## config.mk

```make
export PLATFORM = sky130hd
export DESIGN_NAME = ex_mem
export DESIGN_NICKNAME = d
export VERILOG_FILES = /design/src/rtl/ex_mem.sv
export SDC_FILE = /design/constraint.sdc
export NUM_CORES = 1
export LEC_CHECK = 0
export BUFFER_PORTS_ARGS = -buffer_cell sky130_fd_sc_hd__buf_4
export CORE_MARGIN = 3
export CORE_UTILIZATION = 29
export CTS_BUF_LIST = sky130_fd_sc_hd__clkbuf_8 sky130_fd_sc_hd__clkbuf_16
export DETAILED_ROUTE_END_ITERATION = 16
export SYNTH_ARGS = -nofsm -noshare
export SYNTH_HDL_FRONTEND = slang
export SYNTH_SLANG_ARGS = --single-unit
```

## constraint.sdc

```tcl
create_clock -name clk -period 1.9 [get_ports clk]
set_input_delay 0.475 -clock clk [delete_from_list [all_inputs] [get_ports clk]]
set_output_delay 0.475 -clock clk [all_outputs]
set_load 0.02 [all_outputs]
```

## src/rtl/ex_mem.sv

```systemverilog
// EX/MEM pipeline register. It carries EX results toward MEM and inserts bubbles.
// It feeds the multi-cycle accumulate state back to EX while EX is stalled.
module ex_mem #(
    parameter int DATA_W = 32,
    parameter int ADDR_W = 5,
    parameter int SCNT_W = 16
) (
    input  logic                clk,
    input  logic                rst,
    input  logic [5:0]          stall,
    input  logic                flush,
    input  logic [ADDR_W-1:0]   ex_wd,
    input  logic                ex_wreg,
    input  logic [DATA_W-1:0]   ex_wdata,
    input  logic                ex_whilo,
    input  logic [DATA_W-1:0]   ex_hi,
    input  logic [DATA_W-1:0]   ex_lo,
    input  logic [2*DATA_W-1:0] hilo_i,
    input  logic [1:0]          cnt_i,
    output logic [ADDR_W-1:0]   mem_wd,
    output logic                mem_wreg,
    output logic [DATA_W-1:0]   mem_wdata,
    output logic                mem_whilo,
    output logic [DATA_W-1:0]   mem_hi,
    output logic [DATA_W-1:0]   mem_lo,
    output logic                mem_valid,
    output logic [2*DATA_W-1:0] hilo_o,
    output logic [1:0]          cnt_o,
    output logic [SCNT_W-1:0]   stall_cnt
);

    logic [ADDR_W-1:0]   mem_wd_q, mem_wd_d;
    logic                mem_wreg_q, mem_wreg_d;
    logic [DATA_W-1:0]   mem_wdata_q, mem_wdata_d;
    logic                mem_whilo_q, mem_whilo_d;
    logic [DATA_W-1:0]   mem_hi_q, mem_hi_d;
    logic [DATA_W-1:0]   mem_lo_q, mem_lo_d;
    logic                mem_valid_q, mem_valid_d;
    logic [2*DATA_W-1:0] hilo_q, hilo_d;
    logic [1:0]          cnt_q, cnt_d;
    logic [SCNT_W-1:0]   stall_cnt_q, stall_cnt_d;

    logic unused_stall_bits;
    assign unused_stall_bits = ^{stall[5], stall[2:0]};

    always_comb begin
        mem_wd_d    = mem_wd_q;
        mem_wreg_d  = mem_wreg_q;
        mem_wdata_d = mem_wdata_q;
        mem_whilo_d = mem_whilo_q;
        mem_hi_d    = mem_hi_q;
        mem_lo_d    = mem_lo_q;
        mem_valid_d = mem_valid_q;
        hilo_d      = hilo_q;
        cnt_d       = cnt_q;
        stall_cnt_d = stall_cnt_q;
        if (flush) begin
            mem_wd_d    = '0;
            mem_wreg_d  = 1'b0;
            mem_wdata_d = '0;
            mem_whilo_d = 1'b0;
            mem_hi_d    = '0;
            mem_lo_d    = '0;
            mem_valid_d = 1'b0;
            hilo_d      = '0;
            cnt_d       = '0;
        end else if (stall[3] && !stall[4]) begin
            // EX held but MEM free: send a bubble and keep the accumulate state looping
            mem_wd_d    = '0;
            mem_wreg_d  = 1'b0;
            mem_wdata_d = '0;
            mem_whilo_d = 1'b0;
            mem_hi_d    = '0;
            mem_lo_d    = '0;
            mem_valid_d = 1'b0;
            hilo_d      = hilo_i;
            cnt_d       = cnt_i;
            if (stall_cnt_q != {SCNT_W{1'b1}})
                stall_cnt_d = stall_cnt_q + 1'b1;
        end else if (!stall[3]) begin
            // stall[4] alone is illegal from ctrl and falls through to advance
            mem_wd_d    = ex_wd;
            mem_wreg_d  = ex_wreg;
            mem_wdata_d = ex_wdata;
            mem_whilo_d = ex_whilo;
            mem_hi_d    = ex_hi;
            mem_lo_d    = ex_lo;
            mem_valid_d = 1'b1;
            hilo_d      = '0;
            cnt_d       = '0;
        end else begin
            hilo_d = hilo_i;
            cnt_d  = cnt_i;
        end
    end

    always_ff @(posedge clk or negedge rst) begin
        if (!rst) begin
            mem_wd_q    <= '0;
            mem_wreg_q  <= 1'b0;
            mem_wdata_q <= '0;
            mem_whilo_q <= 1'b0;
            mem_hi_q    <= '0;
            mem_lo_q    <= '0;
            mem_valid_q <= 1'b0;
            hilo_q      <= '0;
            cnt_q       <= '0;
            stall_cnt_q <= '0;
        end else begin
            mem_wd_q    <= mem_wd_d;
            mem_wreg_q  <= mem_wreg_d;
            mem_wdata_q <= mem_wdata_d;
            mem_whilo_q <= mem_whilo_d;
            mem_hi_q    <= mem_hi_d;
            mem_lo_q    <= mem_lo_d;
            mem_valid_q <= mem_valid_d;
            hilo_q      <= hilo_d;
            cnt_q       <= cnt_d;
            stall_cnt_q <= stall_cnt_d;
        end
    end

    assign mem_wd    = mem_wd_q;
    assign mem_wreg  = mem_wreg_q;
    assign mem_wdata = mem_wdata_q;
    assign mem_whilo = mem_whilo_q;
    assign mem_hi    = mem_hi_q;
    assign mem_lo    = mem_lo_q;
    assign mem_valid = mem_valid_q;
    assign hilo_o    = hilo_q;
    assign cnt_o     = cnt_q;
    assign stall_cnt = stall_cnt_q;

endmodule

```

# [Word level (Yosys, flattened, before mapping)]
# Cells that the tools add are included.
[totals] ff_bits=186 latchBits=0 ramBits=0 romBits=0 in_bits=178 out_inout_bits=186 n_memories=0
[op_classes] n_addsub=1 n_mul=0 div_mod_pow=0 order_cmp=0 n_eq_ne=2 n_shift=0 muxes=27 bitwise=1 n_reduce_logical=3
[op_table] op="two-way mux 32 bit" n=9
[op_table] op="two-way mux 64 bit" n=3
[op_table] op="adder 16 x 1 -> 16 bit, second input constant" n=1
[op_table] op="!= test 16 bit, second input constant" n=1
[op_table] op="two-way mux 5 bit" n=3
[op_table] op="two-way mux 1 bit" n=9
[op_table] op="two-way mux 2 bit" n=3
[op_table] op="!= test 3 x 1 -> 1 bit, second input constant" n=1
[op_table] op="AND reduction 3 bit" n=1
[op_table] op="logical AND 1 bit" n=1
[op_table] op="zero test 1 bit" n=1
[op_table] op="NOT 1 bit" n=1

# [Depth between registers and ports, before layout]
[logic_depth] depth_word=4 ltp_mapped=6 ltp_nobuf=5

# [Worst setup path after synthesis]
# Ideal clock, no wire load.
[synth_path] kind="reg-to-reg" from="register stall_cnt_q[0], in the netlist stall_cnt[0]" to="register stall_cnt_q[1], in the netlist stall_cnt[1]" setup_time_ns=0.125 arrival_ns=1.594 required_time_ns=1.775 slack_ns=0.181 stages_incl_launch_ff=6 path_buffers=0 period_less_slack_ns=1.719 path_cell_list="dfrtp_1 ha_1 nand3_2 nor4_4 nor2_2 mux2_4"
[synth_via] elab_chain_cells=2 word_cells_on_any_way=3 classes_between="1 x add/sub; 1 x eq/ne; 1 x reduce/logical"
[synth_lines] item="start: declaration" line_no="41" text="logic [SCNT_W-1:0] stall_cnt_q, stall_cnt_d;"
[synth_lines] item="start signal: assignment" line_no="119" text="stall_cnt_q <= stall_cnt_d;"
[synth_lines] item="branches (longest 2 deep; another with adder 16 x 1 -> 16 bit)"
# Parallel ways; which one is timed is not known.
# A chain may end at the register's enable or synchronous reset.

# [Final worst setup path]
# Same ends and word-level chain as after synthesis.

==> impl_metrics.py <==
metrics = {
    "placement": {
        "dp_hpwl_microns": 14800,
        "place_area_sq_mm": 0.00968,
        "routabilityCongestion": 0.759,
        "port_buffers": 359,
    },
    "synth": {
        "synth_area_per_cell_sq_um": 14.8,
        "ys_ff_latch": 186,
        "syn_nets": 626,
        "synth_edf_count": 0,
        "synth_top_area_share_pct": 70.5,
        "async_reset_ff_share_pct": 100,
        "synth_warnings": 0,
        "yosysTopAreaCell": "dfrtp_1",
        "synthCells": 447,
        "ys_types": 33,
        "ys_top_cells_by_count": "186 x dfrtp_1, 103 x a22o_1, 67 x and2_1",
        "synth_top_flop_cell": "dfrtp_1",
        "ys_seq_area_share_pct": 70.5,
        "synth_area_leaders": "dfrtp_1 71%, a22o_1 14%, and2_1 6.4%",
        "synth_area_sq_mm": 0.00660,
        "synth.most_common_cell": "dfrtp_1",
    },
    "global_routing": {
        "grt_remaining_overflow": 0,
        "grt_start_max_net_pins": 69,
        "grt.met1_usage_pct": 19.6,
        "use_met2_pct": 25.6,
        "met3_usage_pct": 6.94,
        "first_global_vias": 5279,
        "top_usage_layer": "met2",
        "grt.total_usage_pct": 15.9,
        "antenna_found_initial": 0,
        "grt_pass1_wl_microns": 30400,
    },
    "sta": {
        "worstMarginPinSlew_ns": 0.516,
        "hold_viol": 0,
        "finalSetupTns_ns": 0,
        "maxSlewHeadroom_pct": 65.6,
        "clock_skew_ns": 0.0139,
        "clock.fmax_mhz": 587,
        "min_period_ns": 1.70,
        "setup_violations": 0,
        "finalCritPeriodShare_pct": 89.6,
        "rsz0062_at_grt": "no",
        "drv_slew": 0,
    },
    "setup_path": {
        "cp.required_ns": 2.22,
        "crit_type": "reg2reg",
        "arrival_ns": 2.02,
        "crit_slowest_cell": "dfrtp_1",
        "crit_buf_inv": 0,
        "cp_max_fo": 5,
        "cpLargestDelayFamily": "simple AND/OR/NAND/NOR gates",
        "start_kind": "flop",
        "end_kind": "flop",
        "critPathMaxStageDelay_ns": 0.42,
        "worstPathCellList": "ha_1 -> nand3_2 -> nor4_4 -> nor2_2 -> mux2_4",
    },
    "worst_hold_path": {
        "holdCritPathClass": "in2reg",
    },
    "drt": {
        "drtPass1Iterations": 4,
        "drt-total-wl_microns": 20000,
        "drcViolationCount": 0,
        "vias": 4995,
        "drtIter0Drc": 208,
        "ant_nets": 0,
        "drt-vias-per-instance": 4.54,
        "post_drt_wl_per_cell_microns": 18.2,
    },
    "finish": {
        "num-nets-final": 986,
        "fillers": 2028,
        "stdcell_area_sq_mm": 0.0102,
        "antennaDiodeCount": 0,
        "area_delta_synth_final_pct": 55.3,
        "final_util_pct": 46.4,
        "layout-drive-gt1-share_pct": 50.9,
    },
    "pwr": {
        "p_leak_nw": 5.48,
        "power_density_mw_per_mm2": 891,
        "irDropWorstVdd_mv": 0.488,
    },
    "job": {
        "max_cap_viol_count": 0,
    },
    "clock_network": {
        "tritoncts": "done",
        "cts_setup_buffers": 0,
        "clkTransAtPathRegs_ns": 0.08,
        "cts-buffers-inserted": 17,
        "h-tree-depth": 4,
        "cts_root_buffer": "clkbuf_16",
        "cts_buffer_depth": 2,
        "clock_latency_ns": 0.43,
        "cts_sinks": 186,
    },
    "run_status": {
        "outcome": "finished, final reports clean",
    },
    "floorplan": {
        "io_pins": 364,
        "die_h_microns": 157,
        "die_w_microns": 157,
        "core_area_sq_mm": 0.0221,
        "die_area_sq_mm": 0.0246,
        "rows": 54,
        "start_util_pct": 29.9,
    },
}
-- sequential cells by signal (all words and copies together) (netlist names) --
name and cells:
mem_wdata 32, mem_hi 32, mem_wreg 1, hilo_o 64, cnt_o 2, mem_whilo 1, stall_cnt 16, mem_lo 32
mem_wd 5, mem_valid 1
-- layout make-up --
| class | count | area, sq um | area share [%] |
|---|---|---|---|
| clock buffer | 17 | 425 | 4.15 |
| clock inverter | 15 | 133 | 1.29 |
| multi-input combinational | 229 | 1800 | 17.6 |
| sequential | 186 | 4650 | 45.4 |
| tap | 280 | 350 | 3.42 |
| timing repair buffer | 373 | 2880 | 28.1 |
-- worst paths after layout --
kind	slack, ns	from	cells past startpoint	end
setup reg to reg	0.20	stall_cnt[0]$_DFFE_PN0P_	5	stall_cnt[1]$_DFFE_PN0P_
max in group asynchronous	0.78	rst	3	hilo_o[26]$_DFF_PN0_
setup / recovery	0.20	stall_cnt[0]$_DFFE_PN0P_	5	stall_cnt[1]$_DFFE_PN0P_
hold reg to reg	0.50	mem_valid$_DFFE_PN0P_	1	mem_valid$_DFFE_PN0P_
min in group asynchronous	0.55	rst	2	hilo_o[43]$_DFF_PN0_
hold / removal	0.25	hilo_i[20]	2	hilo_o[20]$_DFF_PN0_
-- layout by cell type (no fill, tap or decap), types with 2 or more instances in the layout --
cell type and count:
a22o_1 103, and2_1 66, clkbuf_16 17, inv_6 5
nor2_1 2, clkinv_4 2, buf_12 6, clkinv_2 2
nand4_1 5, nand3_1 4, and4_1 3, nor3_2 2
a21oi_1 3, nand2_1 3, dfrtp_1 186, nand4_2 2
inv_8 3, nor3b_2 2, a211oi_1 2, nor3_1 4
buf_4 365, xor2_1 12
-- worst reg2reg max path, stage by stage, from the launching register on --
cell and delay [ns]:
dfrtp_1 0.42, ha_1 0.23, nand3_2 0.16, nor4_4 0.37
nor2_2 0.11, mux2_4 0.31
-- kinds of logic (layout without fill, tap and decap cells) --
family / count (synthesis) / after routing / share of synthesized area (%)
xor gates and xnor gates: 12 / 12 / 1.59
buffers and inverters: 32 / 405 / 2.45
DFF: 186 / 186 / 70.5
and+or+nand+nor: 103 / 103 / 10.4
adders and majority gates: 1 / 1 / 0.190
AOI/OAI and AO/OA: 111 / 111 / 14.4
muxes: 2 / 2 / 0.379
-- what timing repair did --
action | 4_1_cts | 5_1_grt
endpoints found under the setup margin | 0 | 0
gates resized for setup | 0 | 0
hold buffers | 1 | 0
hold endpoints to repair | 38 | 0
-- power breakdown --
part	internal [mW]	switching, mW	leakage [nW]
sequential	4.17	0.154	2.49
clock	1.73	1.68	0.279
combinational	0.691	0.704	2.71
-- per-stage QoR --
step | power, mW | setup slack (ns) | hold slack, ns | std cells
6_report | 9.13 | 0.197 | 0.250 | 1100
3_5_place_dp | 5.82 | 0.153 | 0.449 | 1067
2_1_floorplan | 4.96 | 0.181 | 0.179 | 447
4_1_cts | 9.29 | 0.183 | 0.225 | 1100
5_1_grt | 9.58 | 0.0872 | 0.218 | 1100
3_3_place_gp | 5.80 | 0.167 | 0.451 | 1067
-- metal layers --
metal	vias up	share of wire (%)	routed length, microns
li1	2325	-	-
met1	2390	41	8230
met2	264	47	9300
met3	16	11	2160
met4	0	1.5	307
met5	-	0	0
Note: power is estimated with default switching activity, not from simulation.
